$ cat src/rtl/beacon_pkg.sv
// -----------------------------------------------------------------------------
// beacon_pkg
// Shared types and default timing constants for the sound beacon.
//   state_t    : sequencer state (IDLE, TONE, GAP)
//   DEF_*      : default timing for a 100 MHz clock and a 4 kHz tone
//   max_int    : larger of two integers (constant-expression helper)
//   cnt_width  : bits needed to count 0..n-1, never less than 1
// -----------------------------------------------------------------------------
package beacon_pkg;

   typedef enum logic [1:0] {
      IDLE = 2'd0,
      TONE = 2'd1,
      GAP  = 2'd2
   } state_t;

   localparam int DEF_HALF_PERIOD_CYC = 12500;  // 100 MHz / 2 / 4 kHz
   localparam int DEF_BURST_PERIODS   = 200;    // 50 ms of tone
   localparam int DEF_GAP_PERIODS     = 800;    // 200 ms of silence
   localparam int DEF_CNT_W           = 4;

   function automatic int max_int(input int a, input int b);
      return (a > b) ? a : b;
   endfunction

   function automatic int cnt_width(input int n);
      return (n <= 1) ? 1 : $clog2(n);
   endfunction

endpackage

$ cat src/rtl/tone_tick_gen.sv
// -----------------------------------------------------------------------------
// tone_tick_gen
// Free-running half-period counter. Emits a one-cycle tick every
// HALF_PERIOD_CYC cycles. A synchronous clear restarts the count so that the
// first tick after a clear lands exactly HALF_PERIOD_CYC cycles later.
// Ports:
//   clk    in  1  system clock
//   rst    in  1  synchronous active-high reset
//   clear  in  1  synchronous restart of the half-period count
//   tick   out 1  high for one cycle at the end of every half-period
// -----------------------------------------------------------------------------
module tone_tick_gen
   import beacon_pkg::*;
#(
   parameter int HALF_PERIOD_CYC = DEF_HALF_PERIOD_CYC
) (
   input  logic clk,
   input  logic rst,
   input  logic clear,
   output logic tick
);

   localparam int           W    = cnt_width(HALF_PERIOD_CYC);
   localparam logic [W-1:0] TERM = W'(HALF_PERIOD_CYC - 1);

   logic [W-1:0] cnt;

   always_ff @(posedge clk) begin
      if (rst || clear) begin
         cnt <= '0;
      end else if (cnt == TERM) begin
         cnt <= '0;
      end else begin
         cnt <= cnt + W'(1);
      end
   end

   // Decoded from the counter register only, so the tick is glitch-free and
   // has no path from any module input.
   assign tick = (cnt == TERM);

endmodule

$ cat src/rtl/sound_beacon.sv
// -----------------------------------------------------------------------------
// sound_beacon
// Drives a piezo/speaker pin with square-wave tone bursts separated by silent
// gaps, so that a peer robot's two-mic direction finder can localise us.
// A start request latches a burst count; count 0 means run until disabled.
// Ports:
//   clk          in  1      system clock
//   rst          in  1      synchronous active-high reset
//   enable       in  1      low forces idle and clears all counters
//   start        in  1      one-cycle request, honoured only when idle
//   burst_count  in  CNT_W  number of bursts (0 = continuous)
//   speaker      out 1      square-wave tone output
//   busy         out 1      high while a sequence is running
//   done         out 1      one-cycle pulse when a finite sequence completes
//   led          out 1      copy of busy
// -----------------------------------------------------------------------------
module sound_beacon
   import beacon_pkg::*;
#(
   parameter int HALF_PERIOD_CYC = DEF_HALF_PERIOD_CYC,
   parameter int BURST_PERIODS   = DEF_BURST_PERIODS,
   parameter int GAP_PERIODS     = DEF_GAP_PERIODS,
   parameter int CNT_W           = DEF_CNT_W
) (
   input  logic             clk,
   input  logic             rst,
   input  logic             enable,
   input  logic             start,
   input  logic [CNT_W-1:0] burst_count,
   output logic             speaker,
   output logic             busy,
   output logic             done,
   output logic             led
);

   // The toggle counter counts half-periods inside a burst or a gap.
   localparam int               TOG_W     = cnt_width(2 * max_int(BURST_PERIODS, GAP_PERIODS));
   localparam logic [TOG_W-1:0] TONE_LAST = TOG_W'(2 * BURST_PERIODS - 1);
   localparam logic [TOG_W-1:0] GAP_LAST  = TOG_W'(2 * GAP_PERIODS - 1);

   state_t           state;
   logic [TOG_W-1:0] tog;
   logic [CNT_W-1:0] remaining;
   logic             tick;
   logic             accept;
   logic             tick_clear;

   assign accept     = (state == IDLE) && enable && start;
   // Restarting the half-period counter on acceptance aligns the first
   // toggle to exactly HALF_PERIOD_CYC cycles after the start edge.
   assign tick_clear = accept || !enable;

   tone_tick_gen #(
      .HALF_PERIOD_CYC (HALF_PERIOD_CYC)
   ) u_tick (
      .clk   (clk),
      .rst   (rst),
      .clear (tick_clear),
      .tick  (tick)
   );

   always_ff @(posedge clk) begin
      if (rst || !enable) begin
         state     <= IDLE;
         speaker   <= 1'b0;
         busy      <= 1'b0;
         done      <= 1'b0;
         tog       <= '0;
         remaining <= '0;
      end else begin
         done <= 1'b0;
         unique case (state)
            IDLE: begin
               if (start) begin
                  state     <= TONE;
                  speaker   <= 1'b1;
                  busy      <= 1'b1;
                  tog       <= '0;
                  remaining <= burst_count;
               end
            end

            TONE: begin
               if (tick) begin
                  if (tog == TONE_LAST) begin
                     // Burst complete; the last half-period was already low.
                     tog     <= '0;
                     speaker <= 1'b0;
                     if (remaining == '0) begin
                        // A latched count of 0 can only be seen here in
                        // continuous mode: finite runs leave TONE at 1.
                        state <= GAP;
                     end else if (remaining == CNT_W'(1)) begin
                        state     <= IDLE;
                        busy      <= 1'b0;
                        done      <= 1'b1;
                        remaining <= '0;
                     end else begin
                        remaining <= remaining - CNT_W'(1);
                        state     <= GAP;
                     end
                  end else begin
                     tog     <= tog + TOG_W'(1);
                     speaker <= ~speaker;
                  end
               end
            end

            GAP: begin
               if (tick) begin
                  if (tog == GAP_LAST) begin
                     tog     <= '0;
                     speaker <= 1'b1;
                     state   <= TONE;
                  end else begin
                     tog <= tog + TOG_W'(1);
                  end
               end
            end

            default: begin
               state   <= IDLE;
               speaker <= 1'b0;
               busy    <= 1'b0;
            end
         endcase
      end
   end

   assign led = busy;

endmodule

$ cat config.mk
export PLATFORM = sky130hd
export DESIGN_NAME = sound_beacon
export DESIGN_NICKNAME = d
export VERILOG_FILES = /design/src/rtl/beacon_pkg.sv /design/src/rtl/tone_tick_gen.sv /design/src/rtl/sound_beacon.sv
export SDC_FILE = /design/constraint.sdc
export NUM_CORES = 1
export LEC_CHECK = 0
export CAP_MARGIN = 20
export CORE_MARGIN = 2
export CORE_UTILIZATION = 58
export DETAILED_ROUTE_END_ITERATION = 6
export GPL_TIMING_DRIVEN = 1
export PLACE_DENSITY = 0.76
export SYNTH_ARGS = -nofsm -noshare
export SYNTH_HDL_FRONTEND = slang
export SYNTH_SLANG_ARGS = --single-unit
$ cat constraint.sdc
create_clock -name clk -period 2.84 [get_ports clk]
set_input_delay 0.426 -clock clk [delete_from_list [all_inputs] [get_ports clk]]
set_output_delay 0.426 -clock clk [all_outputs]
set_load 0.01 [all_outputs]
Word level (Yosys, flattened, before mapping):

Cells that the tools add are included.

* add/subtract/negate cells: 3
* equal/unequal tests: 13
* multiplexer cells: 32
* bitwise gates (word level): 5
* reductions and logical operators: 17

Operator list (number)
* 11-bit two-way mux: 5
* 11-bit case mux with 3 select lines: 1
* 4-bit two-way mux: 5
* 14-bit by 1-bit adder with 14-bit output (second input constant): 1
* 14-bit equality test (second input constant): 1
* 2-bit two-way mux: 7
* 2-bit inequality test (second input constant): 7
* 11-bit by 1-bit adder with 11-bit output (second input constant): 1
* 11-bit equality test (second input constant): 1
* 11-bit by 9-bit equality test with 1-bit output (second input constant): 1
* 1-bit two-way mux: 10
* 5-bit AND reduction: 2
* 4-bit case mux with 2 select lines: 1
* 4-bit AND reduction: 2
* 1-bit case mux with 3 select lines: 2
* 2-bit case mux with 3 select lines: 1
* 6-bit AND reduction: 1
* 1-bit inverter: 5
* 5-bit OR reduction: 1
* 4-bit by 1-bit equality test with 1-bit output (second input constant): 1
* 4-bit zero test: 1
* 4-bit by 1-bit subtractor with 4-bit output (second input constant): 1
* 1-bit logical OR: 3
* 3-bit nonzero test: 1
* 7 further kinds: 8

* bits in registers: 34
* output and inout bits: 4

Logic depth before layout (Yosys ltp):

* depth in word-level cells: 6
* depth in mapped cells: 8

Hierarchy:

A second synthesis with hierarchy kept.

* cells, all modules: 240
* area, all modules: 1994.4 um^2

By module, submodules not included
* sound_beacon: times used 1, cells an instance 169, area each 1355.0 um^2
* tone_tick_gen: times used 1, cells an instance 71, area each 639.4 um^2

Worst setup path before layout:

OpenSTA, ideal clock, no wires.

* path kind: reg-to-reg
* start point: register u_tick.cnt[0]
* end point: register remaining[0]
* setup time: 0.075 ns
* data arrival time: 2.290 ns
* data required time: 2.765 ns
* setup slack: 0.475 ns
* cell stages (with the launch flop): 8
* clock period less this slack: 2.365 ns
* cells stage by stage: dfxtp_1 -> ha_1 -> or4b_1 -> or4_1 -> buf_2 -> nor3_2 -> mux2_1 -> o22ai_1

* longest elaborated chain between the ends: 3

RTL lines
* start, declared: line tone_tick_gen.sv:26 `logic [W-1:0] cnt;`
* start signal, assigned: line tone_tick_gen.sv:34 `cnt <= cnt + W'(1);`
* 14-bit equality test: line tone_tick_gen.sv:40 `assign tick = (cnt == TERM);`
* 2-bit inequality test (no line)
* 5-bit AND reduction (no line)
* end signal, assigned: line sound_beacon.sv:79 `remaining <= burst_count;`
* end signal, assigned: line sound_beacon.sv:99 `remaining <= remaining - CNT_W'(1);`
* end, declared: line sound_beacon.sv:43 `logic [CNT_W-1:0] remaining;`

No other way between the ends.
A chain may end at the register's enable or synchronous reset.

Worst setup path after layout:

Same ends and word-level chain as after synthesis.

==> run_summary.xml <==
<?xml version="1.0" encoding="UTF-8"?>
<metrics>
  <group name="worst_setup_path">
    <metric name="start_kind" unit="">flip-flop</metric>
    <metric name="maximum_net_fanout_on_the_critical_path" unit="">7</metric>
    <metric name="crit_path_top_delay_cell" unit="">or4_1</metric>
    <metric name="crit_path_end_kind" unit="">flip-flop</metric>
    <metric name="critical_path_required" unit="ns">3.10</metric>
    <metric name="path_cells" unit="">ha_1 &gt; or4b_1 &gt; or4_1 &gt; nor3_2 &gt; mux2_1 &gt; o22ai_1</metric>
    <metric name="critical_path_arrival" unit="ns">2.91</metric>
    <metric name="reg2reg_setup_slack" unit="ns">0.18</metric>
    <metric name="path_class" unit="">flip-flop to flip-flop</metric>
    <metric name="crit_path_max_incr_delay" unit="ns">0.67</metric>
  </group>
  <group name="placed_design">
    <metric name="place_ws" unit="ns">0.238</metric>
    <metric name="detailedPlacementHpwl" unit="mm">2.93</metric>
    <metric name="buffer_ports.inserted" unit="">11</metric>
    <metric name="gpl.final_weighted_congestion" unit="">0.847</metric>
  </group>
  <group name="timing">
    <metric name="timing.final.crit_share" unit="">0.935</metric>
    <metric name="timing.final.hold_violations" unit="">0</metric>
    <metric name="timing.setup.tns" unit="ns">0</metric>
    <metric name="max_freq" unit="GHz">0.377</metric>
    <metric name="rsz_0062_raised_after_global_routing" unit="">no</metric>
    <metric name="timing.final.max_slew_violations" unit="">0</metric>
    <metric name="timing.clock.skew" unit="ns">0.00426</metric>
    <metric name="finalWorstPathRequiredPeriod" unit="ns">2.66</metric>
    <metric name="setup_violations" unit="">0</metric>
    <metric name="worstMarginPinSlew" unit="ns">0.726</metric>
    <metric name="max-slew-margin-rel" unit="">0.515</metric>
    <metric name="setup_ws" unit="ns">0.184</metric>
  </group>
  <group name="pwr">
    <metric name="p_leak" unit="nW">0.678</metric>
    <metric name="power.density" unit="nW/um2">406</metric>
    <metric name="ir_worst_vdd" unit="mV">0.257</metric>
  </group>
  <group name="clock_network">
    <metric name="cts_repair_resize_count" unit="">0</metric>
    <metric name="cts-buffers-inserted" unit="">5</metric>
    <metric name="cts_post_setup_buffers_inserted" unit="">0</metric>
    <metric name="h-tree-depth" unit="">2</metric>
    <metric name="clkSlewWorstSetupHoldPaths" unit="ns">0.10</metric>
    <metric name="cts_tree" unit="">done</metric>
    <metric name="root_buffer" unit="">clkbuf_4</metric>
    <metric name="ctsHoldBuffers" unit="">0</metric>
    <metric name="clkLatencyLatePin" unit="ns">0.33</metric>
    <metric name="numClockSinks" unit="">34</metric>
    <metric name="cts-root-to-sink-buffers" unit="">2</metric>
  </group>
  <group name="drt">
    <metric name="routed_wirelength" unit="mm">3.93</metric>
    <metric name="route.detailed.vias_per_inst" unit="">5.90</metric>
    <metric name="drtPass1Iterations" unit="">5</metric>
    <metric name="route.detailed.wl_per_inst" unit="um">13.9</metric>
    <metric name="drc" unit="">0</metric>
    <metric name="overall_via_count_from_detail_route" unit="">1663</metric>
    <metric name="detail_route.iter0.violations" unit="">96</metric>
    <metric name="postRouteAntennaNets" unit="">0</metric>
  </group>
  <group name="yosys">
    <metric name="syn_inst" unit="">227</metric>
    <metric name="syn_nets" unit="">244</metric>
    <metric name="synth_top_cells_by_area" unit="">dfxtp_1, nor2_1, ha_1</metric>
    <metric name="post-synth-top-count-cell" unit="">dfxtp_1</metric>
    <metric name="ys_ff_latch" unit="">34</metric>
    <metric name="synth.top_cell.area_share" unit="">0.357</metric>
    <metric name="synthDistinctLibCells" unit="">48</metric>
    <metric name="avgSynthCellArea" unit="um2">8.39</metric>
    <metric name="synth_warn" unit="">0</metric>
    <metric name="yosys.area.top_type" unit="">dfxtp_1</metric>
    <metric name="synth.top_cells.by_count" unit="">dfxtp_1, nor2_1, a21oi_1, inv_1, nand2_1</metric>
    <metric name="mapped_area" unit="um2">1910</metric>
    <metric name="dominantRegCellSynth" unit="">dfxtp_1</metric>
    <metric name="synth-edff-count" unit="">0</metric>
    <metric name="synth_seq_area_share" unit="">0.357</metric>
    <metric name="synth_async_sr_flop_share" unit="">0</metric>
  </group>
  <group name="global_route">
    <metric name="grt_first_pass_wirelength" unit="mm">6.44</metric>
    <metric name="grt_remaining_overflow" unit="">0</metric>
    <metric name="grt_antenna_before_repair" unit="">0</metric>
    <metric name="grt_start_max_net_pins" unit="">15</metric>
    <metric name="grtUsageTotal" unit="">0.232</metric>
    <metric name="first_global_vias" unit="">1546</metric>
  </group>
  <group name="die">
    <metric name="io-pin-count" unit="">12</metric>
    <metric name="die_h" unit="um">61.3</metric>
    <metric name="coreArea" unit="um2">3080</metric>
    <metric name="design.die.area" unit="um2">3760</metric>
    <metric name="num_rows" unit="">20</metric>
    <metric name="start_util" unit="">0.619</metric>
    <metric name="die_width" unit="um">61.3</metric>
  </group>
  <group name="cells_and_area">
    <metric name="finalNetCount" unit="">255</metric>
    <metric name="drive_above_1_share" unit="">0.0798</metric>
    <metric name="fillCellCount" unit="">279</metric>
    <metric name="n_antenna_cell" unit="">0</metric>
    <metric name="layout-area-overhead-vs-synth" unit="%">9.78</metric>
    <metric name="utilization" unit="">0.680</metric>
  </group>
  <group name="hold_path">
    <metric name="min_path_type" unit="">flip-flop to flip-flop</metric>
  </group>
  <group name="run">
    <metric name="max_cap_viol_count" unit="">0</metric>
  </group>
  <group name="status">
    <metric name="outcome" unit="">finished clean</metric>
  </group>
</metrics>
[area by class of cell]
class                           count  area [um2]  share of cell area
Tap cell                           44        55.1              0.0263
Sequential cell                    34         681               0.325
Multi-Input combinational cell    172        1140               0.544
Clock inverter                      2        10.0             0.00478
Timing Repair Buffer               13         125              0.0598
Inverter                           12        45.0              0.0215
Clock buffer                        5        37.5              0.0179
[cells in the final DEF (no fill, tap or decap), drive strengths merged, types with 5 or more instances in the layout]
cell and count:
clkbuf 5, nand3 10, mux2i 5, or3 8
nor2 32, dfxtp 34, inv 12, nand2 12
ha 9, nand4 6, xor2 8, o21ai 8
clkdlybuf4s50 11, xnor2 5, a21oi 14
[worst max-delay path, delay by kind of cell (launching register included)]
| kind | cells | cell delay [ns] |
|---|---|---|
| AOI/OAI and AO/OA | 1 | 0.14 |
| adders and majority gates | 1 | 0.22 |
| DFF | 1 | 0.39 |
| muxes | 1 | 0.35 |
| and+or+nand+nor | 3 | 1.49 |
[metal layers]
| metal | vias to the layer above | global-route usage | part of all wire |
|---|---|---|---|
| met5 | - | 0 | 0 |
| met3 | 9 | 0.0567 | 0.032 |
| met1 | 794 | 0.292 | 0.45 |
| met4 | 0 | 0.109 | 0.017 |
| met2 | 30 | 0.375 | 0.50 |
| li1 | 830 | - | - |
[report_power, final]
group | switching (mW) | internal, mW | total, mW | leakage (nW)
clock | 0.155 | 0.0889 | 0.243 | 0.0308
combinational | 0.0646 | 0.0496 | 0.114 | 0.372
sequential | 0.00735 | 0.484 | 0.491 | 0.275
[per-stage QoR]
stage               std cells  hold WS [ns]  cell area [um2]  power, mW
finish                    282         0.478             2090      0.849
floorplan                 227         0.430             1910      0.580
global route              282         0.523             2090      0.898
detailed placement        275         0.459             2040      0.616
global placement          275         0.443             2040      0.612
CTS                       282         0.483             2090      0.860
[worst paths after layout]
kind                       from             to  depth (start not counted)
setup reg to reg  u_tick.cnt[0]   remaining[0]                          6
hold reg to reg   u_tick.cnt[0]  u_tick.cnt[0]                          1
hold / removal    u_tick.cnt[0]  u_tick.cnt[0]                          1
setup / recovery  u_tick.cnt[0]   remaining[0]                          6
[cells by family after synthesis]
| group | after synthesis | share of synthesized area |
|---|---|---|
| buffers and inverters | 21 | 0.0453 |
| adders and majority gates | 9 | 0.0591 |
| muxes | 6 | 0.0322 |
| xor gates and xnor gates | 13 | 0.0598 |
| and+or+nand+nor | 99 | 0.290 |
| AOI/OAI and AO/OA | 45 | 0.157 |
| DFF | 34 | 0.357 |
[sequential cells by signal (all words and copies together) (netlist names)]
register and cells:
busy 1, done 1, remaining 4, speaker 1, state 2, tog 11, u_tick.cnt 14
No activity file was read; power rests on OpenSTA's default activity.
